`config.mk`:
```
export PLATFORM = sky130hd
export DESIGN_NAME = softmax_prenorm
export DESIGN_NICKNAME = d
export VERILOG_FILES = /design/src/rtl/softmax_prenorm.sv
export SDC_FILE = /design/constraint.sdc
export NUM_CORES = 1
export LEC_CHECK = 0
export CAP_MARGIN = 40
export CORE_ASPECT_RATIO = 0.9
export CORE_MARGIN = 3
export CORE_UTILIZATION = 54
export CTS_BUF_LIST = sky130_fd_sc_hd__clkbuf_16
export CTS_CLUSTER_DIAMETER = 150
export DETAILED_ROUTE_END_ITERATION = 10
export GPL_ROUTABILITY_DRIVEN = 1
export PLACE_DENSITY = 0.72
export SYNTH_ARGS = -nofsm -noshare
export SYNTH_HDL_FRONTEND = slang
export SYNTH_SLANG_ARGS = --single-unit
```
`constraint.sdc`:
```
create_clock -name clk -period 3.6 [get_ports clk]
set_clock_uncertainty 0.1 [all_clocks]
set_input_delay 0.72 -clock clk [delete_from_list [all_inputs] [get_ports clk]]
set_output_delay 0.72 -clock clk [all_outputs]
set_load 0.01 [all_outputs]
```
`src/rtl/softmax_prenorm.sv`:
```
// Max-subtraction normaliser ahead of the softmax stage: buffers one logit vector,
// finds its max/argmax, then replays each element as saturated (max - x).
module softmax_prenorm #(
  parameter int BIT_REP   = 8,
  parameter int IN_LENGTH = 10,
  parameter int OUT_BITS  = 8,
  parameter int IDX_BITS  = $clog2(IN_LENGTH)
) (
  input  logic                       clk,
  input  logic                       rst_n,
  input  logic                       in_valid,
  output logic                       in_ready,
  input  logic signed [BIT_REP-1:0]  in_data,
  input  logic                       in_last,
  output logic                       out_valid,
  input  logic                       out_ready,
  output logic        [OUT_BITS-1:0] out_data,
  output logic                       out_last,
  output logic signed [BIT_REP-1:0]  max_val,
  output logic        [IDX_BITS-1:0] max_idx,
  output logic                       err
);

  typedef enum logic {COLLECT, EMIT} state_t;

  localparam logic [IDX_BITS-1:0] LAST    = IDX_BITS'(IN_LENGTH - 1);
  localparam logic [BIT_REP:0]    SAT_MAX = (BIT_REP + 1)'((64'd1 << OUT_BITS) - 64'd1);

  state_t                     state;
  logic signed [BIT_REP-1:0]  mem [IN_LENGTH];
  logic        [IDX_BITS-1:0] wr_cnt;
  logic        [IDX_BITS-1:0] rd_cnt;
  logic        [IDX_BITS-1:0] rd_nxt;
  logic signed [BIT_REP-1:0]  run_max;
  logic        [IDX_BITS-1:0] run_idx;
  logic                       accept;
  logic                       final_in;
  logic                       take_new;
  logic signed [BIT_REP-1:0]  new_max;
  logic        [IDX_BITS-1:0] new_idx;

  // Distance at BIT_REP+1 bits is always non-negative because m is the vector max.
  function automatic logic [OUT_BITS-1:0] sat_dist(input logic signed [BIT_REP-1:0] m,
                                                   input logic signed [BIT_REP-1:0] x);
    logic [BIT_REP:0] d;
    d = {m[BIT_REP-1], m} - {x[BIT_REP-1], x};
    if (d > SAT_MAX) return '1;
    return d[OUT_BITS-1:0];
  endfunction

  always_comb begin
    accept   = in_valid && in_ready && (state == COLLECT);
    final_in = (wr_cnt == LAST);
    take_new = (wr_cnt == '0) || (in_data > run_max);
    new_max  = take_new ? in_data : run_max;
    new_idx  = take_new ? wr_cnt : run_idx;
    rd_nxt   = (rd_cnt == LAST) ? '0 : rd_cnt + 1'b1;
  end

  always_ff @(posedge clk) begin
    if (accept) mem[wr_cnt] <= in_data;
  end

  always_ff @(posedge clk or negedge rst_n) begin
    if (!rst_n) begin
      state     <= COLLECT;
      in_ready  <= 1'b1;
      out_valid <= 1'b0;
      out_data  <= '0;
      out_last  <= 1'b0;
      max_val   <= '0;
      max_idx   <= '0;
      err       <= 1'b0;
      wr_cnt    <= '0;
      rd_cnt    <= '0;
      run_max   <= '0;
      run_idx   <= '0;
    end else begin
      case (state)
        COLLECT: begin
          if (accept) begin
            if (in_last != final_in) err <= 1'b1;
            run_max <= new_max;
            run_idx <= new_idx;
            if (final_in) begin
              // mem[0] is already written (IN_LENGTH >= 2), so the first
              // distance can be formed from the final max in the same cycle.
              state     <= EMIT;
              wr_cnt    <= '0;
              in_ready  <= 1'b0;
              max_val   <= new_max;
              max_idx   <= new_idx;
              rd_cnt    <= '0;
              out_valid <= 1'b1;
              out_data  <= sat_dist(new_max, mem[0]);
              out_last  <= 1'b0;
            end else begin
              wr_cnt <= wr_cnt + 1'b1;
            end
          end
        end
        EMIT: begin
          if (out_valid && out_ready) begin
            if (rd_cnt == LAST) begin
              state     <= COLLECT;
              in_ready  <= 1'b1;
              out_valid <= 1'b0;
              out_last  <= 1'b0;
              rd_cnt    <= '0;
            end else begin
              rd_cnt   <= rd_nxt;
              out_data <= sat_dist(max_val, mem[rd_nxt]);
              out_last <= (rd_nxt == LAST);
            end
          end
        end
        default: state <= COLLECT;
      endcase
    end
  end

endmodule

```
# Yosys cells after proc, flatten, opt, wreduce, memory -nomap -nowiden
# Memory sizes are Yosys's and may differ from the RTL's.
# Index checks and enable logic that the tools add are counted.
word_totals:
  register_bits: 45
  ramBits: 80
  wordCells: 87
  n_memories: 1
mem_list:
  columns: ["name", "words", "width", "rd", "rd_ports_with_merged_regs", "wr", "line", "source"]
  rows:
  - ["mem", 10, 8, 2, 0, 1, "30", "logic signed [BIT_REP-1:0] mem [IN_LENGTH];"]
classes:
  add_sub_neg: 4
  magnitude_cmp: 3
  eq_ne: 9
  mux: 46
  bitwise: 1
  n_reduce_logical: 11
op_table:
  columns: ["operator", "n"]
  rows:
  - ["two-way mux 8 bit", 9]
  - ["two-way mux 4 bit", 7]
  - ["two-way mux 1 bit", 24]
  - ["> comparator 9 x 8 -> 1 bit, second input constant", 2]
  - ["subtractor 8 x 8 -> 9 bit", 2]
  - ["one-hot mux 8 bit (2 select lines)", 1]
  - ["== test 4 bit, second input constant", 3]
  - ["AND reduction 3 bit", 3]
  - ["adder 4 x 1 -> 4 bit, second input constant", 2]
  - ["> comparator 8 bit", 1]
  - ["one-hot mux 1 bit (2 select lines)", 4]
  - ["one-hot mux 4 bit (2 select lines)", 1]
  - ["AND reduction 4 bit", 2]
  - ["inequality test 2 bit, second input constant", 3]
  - ["logical NOT 4 bit", 1]
  - ["inequality test 2 x 1 -> 1 bit, second input constant", 2]
  - ["logical AND 1 bit", 3]
  - ["AND reduction 2 bit", 1]
  - ["logical OR 1 bit", 1]
  - ["inequality test 1 bit", 1]
  - ["NOT 1 bit", 1]

# Depth between registers and ports, before layout
logic_depth:
  ltp_word: 13
  mapped_depth: 16
  depth_no_buf: 15

# Worst setup path before layout
# No wires, ideal clock.
synth_timing:
  path_type: "in2reg"
  startpoint: "input in_data[3]"
  endpoint: "register out_data[7]"
  setup_time_ns: 0.092
  arrival_ns: 4.004
  setup_slack_ns: -0.596
  stages: 13
  path_cell_list: "ha_1 -> a21o_1 -> a21oi_1 -> o221ai_1 -> a21oi_1 -> buf_2 -> mux2_2 -> ha_1 -> or3_1 -> or4_1 -> and4_1 -> mux2_4 -> o31ai_2"
synth_between:
  elab_chain_cells: 13
synth_rtl:
  columns: ["item", "line", "source"]
  rows:
  - ["start: declaration", "13", "input logic signed [BIT_REP-1:0] in_data,"]
  - ["> comparator 8 bit (*)", "54", "take_new = (wr_cnt == '0) || (in_data > run_max);"]
  - ["logical OR 1 bit (*)", "54", null]
  - ["two-way mux 8 bit (*)", "55", "new_max = take_new ? in_data : run_max;"]
  - ["named net new_max[6]", "39", "logic signed [BIT_REP-1:0] new_max;"]
  - ["subtractor 8 x 8 -> 9 bit (*)", "46", "d = {m[BIT_REP-1], m} - {x[BIT_REP-1], x};"]
  - ["> comparator 9 x 8 -> 1 bit", "47", "if (d > SAT_MAX) return '1;"]
  - ["two-way mux 1 bit", "47", null]
  - ["two-way mux 1 bit", "85", "if (final_in) begin"]
  - ["two-way mux 1 bit", "81", "if (accept) begin"]
  - ["two-way mux 1 bit", "79", "case (state)"]
  - ["two-way mux 8 bit (*)", "48", "return d[OUT_BITS-1:0];"]
  - ["two-way mux 8 bit (*)", "85", null]
  - ["two-way mux 8 bit (*)", "81", null]
  - ["one-hot mux 8 bit (2 select lines) (*)", "79", null]
  - ["end signal: assignment", "95", "out_data <= sat_dist(new_max, mem[0]);"]
  - ["end signal: assignment", "112", "out_data <= sat_dist(max_val, mem[rd_nxt]);"]
  - ["end: declaration", "17", "output logic [OUT_BITS-1:0] out_data,"]
# Mark *: on every way through the listed nets, which the timed path passes. The rest lies on a longest branch. The select of a mux whose other input is x is not followed.
# A chain may end at the register's enable or synchronous reset.

# Final worst setup path
layout_timing:
  startpoint: "input in_data[1]"
  endpoint: "register out_data[7]"
# The elaborated chain is that of the path after synthesis.

==> results by group <==
Cells and area
  – Antenna cell count: 0
  – Share of layout cells above drive strength 1: 0.358
  – Commonest non-fill, non-tap cell in the layout: buf_4
  – Final design utilization: 0.747
  – Design area: 0.00814 sq mm
  – Commonest non-fill, non-tap cells in the layout: 92 x buf_4, 80 x edfxtp_1, 43 x dfrtp_1
  – Layout net count: 644
  – Multi-input logic area: 0.00266 sq mm
  – Register Area: 0.00353 sq mm
  – Fill cells: 698
  – P&R area growth vs syn: 34.2%

Routing
  – Via density: 5.68
  – Starting DRC count in detailed routing: 362
  – Post-DRT Antenna Nets: 0
  – # DRC: 0
  – Via count: 4,365
  – Wirelength per Cell: 20.2 um
  – 1st-pass router iterations: 5
  – WL final: 15,500 um

Place
  – Post-Place Worst Slack: -1.08 ns
  – # port buffers: 36
  – Routability cong.: 0.892
  – DP Area: 0.00729 sq mm
  – DPL Wire Length: 10,300 um

Logic synthesis
  – Cells after Synth: 470
  – Post-synth EDFFs: 80
  – Synth warnings: 0
  – Most used DFF post-synth: edfxtp_1
  – Post-Syn Area per Cell: 12.9 sq um
  – Synth Register Bits: 125
  – Count of different cell masters after synthesis: 59
  – Post-synth ARST share: 0.360
  – Syn_nets: 509
  – Mapped Area: 0.00607 sq mm
  – Seq/Total Area, Yosys: 0.582

STA
  – Normalized max-slew margin: 0.570
  – Setup TNS: -0.690 ns
  – Period minus WS final: 3.84 ns
  – Final Slew Violations: 0
  – Period utilization: 1.07
  – Final Worst Setup Slack: -0.237 ns
  – RSZ-0062 raised after global routing: yes
  – Final count of hold timing violations: 0
  – Worst Tran Pin Value: 0.639 ns
  – Max frequency: 261 MHz
  – Final Setup Violations: 8

Power
  – Pint: 2.46 mW
  – Sequential Power Share: 0.491
  – Sw Pwr: 0.663 mW
  – Power Total: 3.12 mW
  – Combinational group share of total power: 0.054
  – Clock network power share: 0.455
  – Pwr Density: 383 mW/mm^2
  – Maximum VDD drop: 330 uV
  – Pleak: 3.37 nW
  – Switching Share: 0.212

Setup path
  – RR Endpoint: out_data[7]
  – Worst R2R Setup Slack: -0.20 ns
  – Worst R2R Path Depth: 16
  – CP endpoint: out_data[7]
  – CP endpoint kind: register
  – Crit-path max FO: 8
  – Worst setup SP type: input pin
  – Crit path largest cell delay: 0.45 ns
  – CP Depth: 16
  – Critical-path top delay cell: or4_4
  – Crit path DAT: 4.06 ns
  – CP Data Required Time: 3.82 ns
  – Cell Chain, Critical Path: clkdlybuf4s15_2 > ha_4 > nand3_1 > o32ai_2 > mux2i_1 > a21oi_2 > buf_6 > buf_6 > mux2_4 > ha_4 > nor2b_4 > o31a_1 > or4_4 > and4_1 > mux2_4 > o31ai_2
  – Crit path buffers/inverters: 3
  – Crit path kind: in2reg
  – Worst Setup SP: in_data[1]
  – RR Startpoint: run_max[3]
  – Delay-heaviest family, CP: simple AND/OR/NAND/NOR gates

Clock network
  – Hold Buf Count CTS: 0
  – CTS tree: done
  – Total CTS buffers: 17
  – CTS Root Cell: clkbuf_16
  – Insertion delay to the later sink of the worst-skew pair: 0.42 ns
  – Sink Count: 125
  – Reg clk slew, reported paths: 0.05 ns
  – Clock Path Buffers: 2
  – CTS H-Tree Depth: 4

Global route
  – Pin count of the biggest net entering global routing: 29
  – Initial antenna violation count: 0
  – First-pass GRT wire length: 24,200 um
  – Remaining global-route overflow: 0
  – Vias in the first global route: 4,425
  – Tot GR Track Use: 0.258

Die
  – DIE HEIGHT: 107 um
  – Total core area: 0.0109 sq mm
  – Total die area: 0.0125 sq mm
  – Row count: 36
  – I/O Pins: 37
  – Initial Utilization: 0.557
  – Chip Width: 118 um

Run status
  – Failing checks: setup timing
  – Outcome: finished, violations left

Hold path
  – Hold Crit Class: in2async

Run
  – Max Cap Viol: 0
==> flip-flops by register name, summed over array words and instances (netlist names), 4 cells and up <==
name	flops
run_max	8
rd_cnt	4
max_val	8
max_idx	4
mem	80
out_data	8
run_idx	4
wr_cnt	4
==> power groups by stage <==
stage	Clock (mW)	Combinational, mW	Sequential [mW]
finish	1.42	0.169	1.53
CTS	1.43	0.154	1.53
global route	1.50	0.181	1.53
global placement	0	0.131	1.56
floorplan	0	0.0531	1.56
detailed placement	0	0.137	1.56
==> cells by family (layout without fill, tap and decap cells) <==
logic type / after synthesis / after routing / synth area share
DFF: 125 / 125 / 0.582
muxes: 48 / 48 / 0.119
AOI/OAI and AO/OA: 91 / 91 / 0.0963
and+or+nand+nor: 110 / 110 / 0.0914
buffers and inverters: 59 / 206 / 0.0384
xor gates and xnor gates: 11 / 11 / 0.0171
adders and majority gates: 26 / 26 / 0.0561
==> through the flow <==
stage               hold WS [ns]  cells
global placement           0.337    720
CTS                        0.142    765
finish                     0.135    769
detailed placement         0.353    722
global route               0.166    769
floorplan                  0.324    470
==> synthesized netlist by cell type (all sizes together) (7+ instances only) <==
library cell | n | area, sq um
nand3 | 11 | 55.1
mux2i | 12 | 133
nor2 | 27 | 104
nor3 | 7 | 35.0
xnor2 | 9 | 86.3
dfrtp | 44 | 1100
ha | 24 | 300
a21oi | 20 | 104
a211oi | 9 | 67.6
o21ai | 29 | 145
nand2 | 22 | 82.6
inv | 39 | 146
clkbuf | 11 | 41.3
mux2 | 20 | 229
nand2b | 7 | 43.8
buf | 8 | 41.3
mux4 | 16 | 360
edfxtp | 80 | 2400
nor2b | 14 | 87.6
==> what timing repair did <==
item,in CTS,in global routing
setup endpoints to repair,8,8
buffers inserted,12,4
cloned,0,0
pin swaps,28,13
gates resized for setup,68,19
endpoints found under the hold margin,0,0
==> layer usage <==
layer / vias up / routed length (um) / GRT usage
met1: 2192 / 6630 / 0.345
met3: 28 / 740 / 0.0505
li1: 2013 / - / -
met5: - / 0 / 0
met4: 0 / 298 / 0.0720
met2: 132 / 7830 / 0.435
==> how the worst min path moves through the flow <==
| stage | slack [ns] | end | start | cells past startpoint |
|---|---|---|---|---|
| 6_report | 0.13 | rd_cnt[0] | rst_n | 1 |
| 3_5_place_dp | 0.35 | err | err | 1 |
| 4_1_cts | 0.14 | rd_cnt[0] | rst_n | 1 |
| 5_1_grt | 0.17 | rd_cnt[0] | rst_n | 1 |
| 2_1_floorplan | 0.32 | err | rst_n | 0 |
| 3_3_place_gp | 0.34 | err | err | 1 |
==> layout make-up <==
type | instances | share of cell area
flip-flops and latches | 125 | 0.434
well taps | 152 | 0.0234
clock inverters | 14 | 0.00815
inverters | 40 | 0.0184
multi-input cells | 286 | 0.327
repair buffers | 135 | 0.137
clock buffers | 17 | 0.0523
Power figures use the tool's default switching activity.
